--- src/rtl/wb_pkg.sv ---
// rtl/wb_pkg.sv - shared bus widths, arbiter state type and round-robin pick helper
package wb_pkg;

  localparam int ADDR_WIDTH = 32;
  localparam int DATA_WIDTH = 32;

  typedef enum logic {ARB_IDLE, ARB_GRANT} arb_state_t;

  // Scans from last+1 upward, wrapping mod n; the smallest offset with a request wins.
  function automatic logic [2:0] rr_pick(input logic [7:0] req, input logic [2:0] last,
                                         input int n);
    logic [2:0] win;
    logic [2:0] idx;
    win = last;
    for (int k = 8; k >= 1; k--) begin
      if (k <= n) begin
        idx = 3'((int'(last) + k) % n);
        if (req[idx]) win = idx;
      end
    end
    return win;
  endfunction

endpackage

--- src/rtl/wb_rr_picker.sv ---
// rtl/wb_rr_picker.sv - combinational round-robin priority encoder (req, last -> winner, valid)
module wb_rr_picker #(
  parameter int NUM_MASTERS = 4,
  parameter int IDX_W       = $clog2(NUM_MASTERS)
) (
  input  logic [NUM_MASTERS-1:0] req_i,
  input  logic [IDX_W-1:0]       last_i,
  output logic [IDX_W-1:0]       winner_o,
  output logic                   valid_o
);
  import wb_pkg::*;

  always_comb begin
    winner_o = IDX_W'(rr_pick(8'(req_i), 3'(last_i), NUM_MASTERS));
    valid_o  = |req_i;
  end

endmodule

--- src/rtl/wb_arbiter.sv ---
// rtl/wb_arbiter.sv - round-robin Wishbone classic arbiter, one slave shared by NUM_MASTERS masters
// Optional watchdog: define WB_ARB_TIMEOUT_EN to enable the TIMEOUT stall counter and m_err_o.
module wb_arbiter
  import wb_pkg::*;
#(
  parameter int NUM_MASTERS = 4,
  parameter int TIMEOUT     = 16
) (
  input  logic                                   clk_i,
  input  logic                                   rst_i,
  input  logic [NUM_MASTERS-1:0]                 m_cyc_i,
  input  logic [NUM_MASTERS-1:0]                 m_stb_i,
  input  logic [NUM_MASTERS-1:0]                 m_we_i,
  input  logic [NUM_MASTERS-1:0][ADDR_WIDTH-1:0] m_adr_i,
  input  logic [NUM_MASTERS-1:0][DATA_WIDTH-1:0] m_dat_i,
  output logic [DATA_WIDTH-1:0]                  m_dat_o,
  output logic [NUM_MASTERS-1:0]                 m_ack_o,
  output logic [NUM_MASTERS-1:0]                 m_err_o,
  output logic                                   s_cyc_o,
  output logic                                   s_stb_o,
  output logic                                   s_we_o,
  output logic [ADDR_WIDTH-1:0]                  s_adr_o,
  output logic [DATA_WIDTH-1:0]                  s_dat_o,
  input  logic [DATA_WIDTH-1:0]                  s_dat_i,
  input  logic                                   s_ack_i,
  output logic [NUM_MASTERS-1:0]                 gnt_o
);

  localparam int IDX_W = $clog2(NUM_MASTERS);

  if (NUM_MASTERS < 2 || NUM_MASTERS > 8 || TIMEOUT < 1) begin : g_param_check
    $error("wb_arbiter: NUM_MASTERS must be 2..8 and TIMEOUT positive");
  end

  arb_state_t             state_q, state_d;
  logic [NUM_MASTERS-1:0] gnt_q, gnt_d;
  logic [IDX_W-1:0]       own_q, own_d;
  logic [IDX_W-1:0]       last_q, last_d;
  logic [IDX_W-1:0]       pick_win;
  logic                   pick_valid;
  logic                   active;
  logic                   abort;

  wb_rr_picker #(.NUM_MASTERS(NUM_MASTERS), .IDX_W(IDX_W)) u_picker (
    .req_i    (m_cyc_i),
    .last_i   (last_q),
    .winner_o (pick_win),
    .valid_o  (pick_valid)
  );

  always_comb begin
    state_d = state_q;
    gnt_d   = gnt_q;
    own_d   = own_q;
    last_d  = last_q;
    case (state_q)
      ARB_IDLE: begin
        if (pick_valid) begin
          state_d = ARB_GRANT;
          own_d   = pick_win;
          gnt_d   = NUM_MASTERS'(1) << pick_win;
        end
      end
      default: begin
        // Owner keeps the bus until it drops CYC; pending requests never pre-empt.
        if (!m_cyc_i[own_q]) begin
          state_d = ARB_IDLE;
          last_d  = own_q;
          gnt_d   = '0;
        end
      end
    endcase
  end

  always_ff @(posedge clk_i) begin
    if (!rst_i) begin
      state_q <= ARB_IDLE;
      gnt_q   <= '0;
      own_q   <= '0;
      last_q  <= IDX_W'(NUM_MASTERS - 1);
    end else begin
      state_q <= state_d;
      gnt_q   <= gnt_d;
      own_q   <= own_d;
      last_q  <= last_d;
    end
  end

  // Reset gates the slave side combinationally so nothing leaks out during a mid-cycle reset.
  assign active  = rst_i && (state_q == ARB_GRANT);
  assign gnt_o   = gnt_q;
  assign m_dat_o = s_dat_i;

  always_comb begin
    s_cyc_o = active & m_cyc_i[own_q] & ~abort;
    s_stb_o = active & m_stb_i[own_q] & ~abort;
    s_we_o  = active & m_we_i[own_q];
    s_adr_o = active ? m_adr_i[own_q] : '0;
    s_dat_o = active ? m_dat_i[own_q] : '0;
    m_ack_o = '0;
    if (active) m_ack_o[own_q] = s_ack_i;
  end

`ifdef WB_ARB_TIMEOUT_EN
  localparam int CNT_W = $clog2(TIMEOUT + 1);

  logic [CNT_W-1:0] cnt_q, cnt_d;
  logic             abort_q, abort_d;
  logic             err_hit;

  always_comb begin
    cnt_d   = cnt_q;
    abort_d = abort_q;
    err_hit = 1'b0;
    if (state_q != ARB_GRANT) begin
      cnt_d   = '0;
      abort_d = 1'b0;
    end else if (s_ack_i) begin
      cnt_d = '0;
    end else if (s_stb_o) begin
      if (cnt_q == CNT_W'(TIMEOUT - 1)) begin
        err_hit = 1'b1;
        abort_d = 1'b1;
        cnt_d   = '0;
      end else begin
        cnt_d = cnt_q + CNT_W'(1);
      end
    end
    m_err_o = '0;
    if (err_hit) m_err_o[own_q] = 1'b1;
  end

  always_ff @(posedge clk_i) begin
    if (!rst_i) begin
      cnt_q   <= '0;
      abort_q <= 1'b0;
    end else begin
      cnt_q   <= cnt_d;
      abort_q <= abort_d;
    end
  end

  assign abort = abort_q;
`else
  assign abort   = 1'b0;
  assign m_err_o = '0;
`endif

endmodule

--- config.mk ---
export PLATFORM = sky130hd
export DESIGN_NAME = wb_arbiter
export DESIGN_NICKNAME = d
export VERILOG_FILES = /design/src/rtl/wb_pkg.sv /design/src/rtl/wb_rr_picker.sv /design/src/rtl/wb_arbiter.sv
export SDC_FILE = /design/constraint.sdc
export NUM_CORES = 1
export LEC_CHECK = 0
export CORE_AREA = 2 2 162 164
export DETAILED_ROUTE_END_ITERATION = 8
export DIE_AREA = 0 0 164 166
export PLACE_DENSITY = 0.47
export SYNTH_ARGS = -nofsm -noshare
export SYNTH_HDL_FRONTEND = slang
export SYNTH_SLANG_ARGS = --single-unit
export TNS_END_PERCENT = 30
--- constraint.sdc ---
create_clock -name clk_i -period 3.75 [get_ports clk_i]
set_clock_uncertainty 0.15 [all_clocks]
set_input_delay 0.75 -clock clk_i [delete_from_list [all_inputs] [get_ports clk_i]]
set_output_delay 0.75 -clock clk_i [all_outputs]
set_load 0.02 [all_outputs]
* Yosys cells after proc, flatten, opt, wreduce, memory -nomap -nowiden
Cells that the tools add are included.
Operators by class: add/subtract/negate cells 4, $lt $le $gt $ge 6, equality and inequality tests 1, shift-type cells 1, mux-type cells 33, bitwise operators 10, reductions and logical operators 11
Operator list (count):
- $bmux 32 s2 | 2
- $mux 32 | 4
- $lt 3x4->1 const B | 4
- $mux 4 | 4
- $bmux 1 s3 | 4
- $mux 1 | 11
- $mux 2 | 4
- $reduce_or 2->1 | 4
- $bmux 1 s2 | 3
- $reduce_and 2->1 | 3
- $add 2x1->2 const B | 2
- $add 2x2->2 const B | 2
- $and 1x1->1 const A | 4
- $and 4x4->4 | 1
- $reduce_or 4->1 | 1
- $shl 1x2->4 const A | 1
- $and 1x1->1 | 3
- $lt 2x3->1 const B | 1
- $demux 1 s2 | 1
- $ge 2x1->1 const B | 1
- $logic_and 1x1->1 | 2
- $ne 2x2->1 const B | 1
- $not 1->1 | 2
- $reduce_bool 2->1 | 1
Storage, ports and cells: register bits after elaboration 9, input port bits 303, output and inout bits 111, word-level logic and storage cells 70

* Logic depth before layout (Yosys ltp)
Gate-level depths: netlist of run 1.
word-level depth 12, mapped depth 6

* Modules after synthesis
A second synthesis of run 1 with hierarchy kept.
Unflattened totals: cells, all modules 277, area total of the unflattened synthesis 3020.4 um^2
Modules (own cells, without submodules):
- wb_arbiter | times used 1, cells an instance 263, area each 2947.8 um^2, sequential area each 180.2 um^2
- wb_rr_picker | times used 1, cells an instance 14, area each 72.6 um^2, sequential area each 0.0 um^2

* Worst setup path before layout of run 1
Ideal clock, no wire load.
path kind in2out, from input port rst_i, to output port m_ack_o[0], data arrival time 1.713 ns, data required time 2.850 ns, path slack 1.137 ns, cell stages on the path 4, cell sequence and2_1 -> clkbuf_1 -> nand2_1 -> nor3_1
Between the ends: longest elaborated chain between the ends 2
Ends and longest elaborated chain:
- from (decl) | RTL line wb_arbiter.sv:10 | input logic rst_i,
- $logic_and 1x1->1 | RTL line wb_arbiter.sv:90 | assign active = rst_i && (state_q == ARB_GRANT);
- $mux 4 | RTL line wb_arbiter.sv:101 | if (active) m_ack_o[own_q] = s_ack_i;
- to (decl) | RTL line wb_arbiter.sv:17 | output logic [NUM_MASTERS-1:0] m_ack_o,
Every way passes these cells.

* Worst setup path after layout of run 1
from input port rst_i, to output port s_adr_o[30]
Between the ends: longest elaborated chain between the ends 2
Ends and longest elaborated chain:
- $logic_and 1x1->1 | RTL line wb_arbiter.sv:90
- $mux 32 | RTL line wb_arbiter.sv:98 | s_adr_o = active ? m_adr_i[own_q] : '0;
- to (decl) | RTL line wb_arbiter.sv:22 | output logic [ADDR_WIDTH-1:0] s_adr_o,
Every way passes these cells.

==> results of run 1 <==
[final cells by class]
class	instances	area, sq um	share of cell area (%)
Tap cell	335	419	6.43
Clock buffer	4	78.8	1.21
Timing Repair Buffer	351	3560	54.7
Inverter	5	18.8	0.288
Sequential cell	9	188	2.88
Multi-Input combinational cell	189	2250	34.5
[synthesized netlist by cell type (all sizes together)]
| master | instances |
|---|---|
| a211oi | 2 |
| a21o | 1 |
| a21oi | 3 |
| a311o | 1 |
| a31oi | 3 |
| a32o | 1 |
| and2 | 67 |
| and3 | 1 |
| buf | 46 |
| clkbuf | 15 |
| conb | 1 |
| dfxtp | 9 |
| inv | 5 |
| mux2 | 1 |
| mux2i | 2 |
| mux4 | 66 |
| nand2 | 7 |
| nand2b | 2 |
| nand3 | 1 |
| nand3b | 1 |
| nand4 | 1 |
| nor2 | 8 |
| nor2b | 2 |
| nor3 | 3 |
| nor3b | 2 |
| o211a | 2 |
| o21ai | 4 |
| o22a | 1 |
| o22ai | 1 |
| o2bb2ai | 1 |
| or3 | 1 |
[layer usage]
layer | global-route usage (%) | up-vias | part of all wire, %
li1 | - | 1558 | -
met1 | 12.5 | 1601 | 40
met2 | 18.6 | 184 | 49
met3 | 2.17 | 18 | 9.0
met4 | 1.64 | 0 | 1.6
met5 | 0 | - | 0
[layout by cell type, fill, tap and decap left out, types with 3 or more instances in the layout]
| cell | count |
|---|---|
| clkdlybuf4s50_1 | 345 |
| inv_1 | 5 |
| clkbuf_16 | 3 |
| conb_1 | 4 |
| mux4_2 | 66 |
| dfxtp_1 | 7 |
| a31oi_1 | 3 |
| buf_12 | 5 |
| and2_1 | 66 |
| nor3_1 | 3 |
| nand2_1 | 7 |
| nor2_1 | 8 |
[power by group through the flow]
stage               registers (mW)  logic, mW  clock network (mW)
detailed placement           0.131       1.15                   0
global placement             0.132       1.16                   0
floorplan                    0.126      0.670                   0
finish                       0.129       1.14               0.186
global route                 0.131       1.22               0.198
CTS                          0.129       1.16               0.189
[through the flow]
| step | setup WS [ps] | utilization (%) | cells | instance area (sq um) | power, mW |
|---|---|---|---|---|---|
| global placement | 369 | 25.1 | 889 | 6440 | 1.29 |
| floorplan | 1140 | - | 264 | 2870 | 0.796 |
| finish | 389 | 25.4 | 893 | 6520 | 1.45 |
| detailed placement | 371 | 25.1 | 889 | 6440 | 1.29 |
| CTS | 370 | 25.4 | 893 | 6520 | 1.48 |
| global route | 260 | 25.4 | 893 | 6520 | 1.55 |
[registers in the layout, summed over array words and instances, names as in the netlist]
register,flops
state_q,1
last_q,2
gnt_o,4
own_q,2
[worst max-delay path by stage]
stage | start | to | cells past startpoint | slack (ps)
after floorplan | rst_i | m_ack_o[0] | 4 | 1140
after global placement | m_cyc_i[3] | s_cyc_o | 5 | 370
after detailed placement | rst_i | s_dat_o[22] | 5 | 370
after CTS | rst_i | s_dat_o[22] | 5 | 370
after global routing | m_cyc_i[3] | s_cyc_o | 5 | 260
final | rst_i | s_adr_o[30] | 5 | 390
[cell families (layout without fill, tap and decap cells)]
logic type / count (synthesis) / count (layout) / share of synthesized area (%)
AND/OR/NAND/NOR: 96 / 96 / 19.9
multiplexers: 69 / 69 / 53.3
buffers and inverters: 66 / 360 / 15.3
AO/OA/AOI/OAI: 20 / 20 / 5.09
flip-flops: 9 / 9 / 6.31
other: 1 / 4 / 0.131
[critical path: cells and delay by family]
family	cells	cell delay (ps)
buffers and inverters	3	1270
AND/OR/NAND/NOR	2	400
==> impl_metrics.tcl, run 1 <==
set metrics [dict create \
    synth-seq-cells 9 \
    core_area_sq_um 25600 \
    worst-slew-pin-transition_ps 723 \
    die_width_um 164 \
    worstSetupStartpointType "input port" \
    dieArea_sq_um 27200 \
    tns_ps 0 \
    critPathCaptureType "primary output" \
    maxSlewHeadroom_pct 51.5 \
    layout_cells_sized_above_1_pct 14.7 \
    synth_seq_area_share_pct 6.31 \
    first_global_vias 3461 \
    hold-path-cell-count 1 \
    worstReg2RegEnd "gnt_o[2]$_SDFFE_PN0P_" \
    p_leak_nw 2.21 \
    reg2reg_slack_ps 1770 \
    hold_ws_ps 332 \
    netlist_top_cells_area "mux4_2 (52%), and2_1 (15%), buf_4 (9.7%)" \
    insertion_delay_ps 230 \
    fillerInstances 2698 \
    grt_start_max_net_pins 74 \
    place_congestion 0.771 \
    mappedNetlistArea_sq_um 2850 \
    final-hold-violation-count 0 \
    boundaryPins 414 \
    grt_util_all_layers_pct 10.2 \
    antenna-diode-count 0 \
    hold_class "register to register" \
    synth.avg_cell_area_sq_um 10.9 \
    vias_per_cell 3.76 \
    postCtsSetupRepairBufs 0 \
    timing_max_transition_violations_final 0 \
    total_switching_power_uw 493 \
    library_cell_contributing_the_largest_single_delay_on_the_critical_path "clkdlybuf4s50_1" \
    yosys_warnings 0 \
    vdd_ir_drop_max_mv 0.205 \
    crit_type "input port to primary output" \
    portBuffers 345 \
    cts_root_buffer "clkbuf_16" \
    crit_path_cell_trace "clkdlybuf4s50_1 > and2_2 > buf_12 > and2_1 > clkdlybuf4s50_1" \
    initial_core_util_pct 11.1 \
    worst_setup_hold_path_clk_slew_ps 40 \
    cap_violations 0 \
    tritoncts_clock_tree "yes" \
    cts_resized 0 \
    critPathArrivalTime_ps 2460 \
    crit_path_max_fanout 36 \
    r2r.worst_path.cells 6 \
    cts_htree_levels 1 \
    route.detailed.wl_per_inst_um 16.8 \
    clock_tree.buffer_depth 2 \
    totalWireLength_um 15000 \
    cells_after_synthesis 261 \
    die_y_extent_um 166 \
    std_cell_rows 59 \
    global_route_wire_length_before_repair_um 21600 \
    power.sequential.fraction_pct 8.9 \
    initial_drc_count 103 \
    maximum_clock_rate_ghz 0.298 \
    final_worst_path_period_need_ps 3360 \
    drtPass1Iterations 4 \
    powerDensity_nw_per_um2 223 \
    fin_crit_sh_pct 89.6 \
    dp_hpwl_um 12800 \
    netlist.area_leader.share_pct 52.1 \
    finalSetupViolations 0 \
    grt_remaining_overflow 0 \
    holdBufCountCts 0 \
    worst_path_most_repeated_cell "clkdlybuf4s50_1" \
    intPower_uw 962 \
    hold_start "gnt_o[3]$_SDFFE_PN0P_" \
    comb_power_share_pct 78.3 \
    origin_of_the_critical_flop_to_flop_path "own_q[1]$_SDFFE_PN0P_" \
    synthDistinctLibCells 37 \
    vias 3361 \
    unrepaired_setup_endpoints_after_global_routing "false" \
    final_net_count 862 \
    worstPathRequired_ps 2850 \
    power.switching_fraction_pct 33.9 \
    cts_buffers 3 \
    clockPowerShare_pct 12.8 \
    drc_violation_count_after_routing 0 \
    drtAntennaViolNets 0 \
    cts.sinks 9 \
    flow.area_growth_from_synthesis_pct 128 \
    min_to "gnt_o[3]$_SDFFE_PN0P_" \
    critical-path-max-stage-delay_ps 610 \
    grt_antenna_before_repair 0 \
    yosys.area.top_type "mux4_2" \
    outcome "finished, final reports clean" \
]
Power figures use the tool's default switching activity.
==> inputs of run 2 (changes only) <==
Settings changed: SETUP_SLACK_MARGIN set to 0.15.
==> results of run 2 <==
Final layout, timing and power as in run 1 (identical DEF).
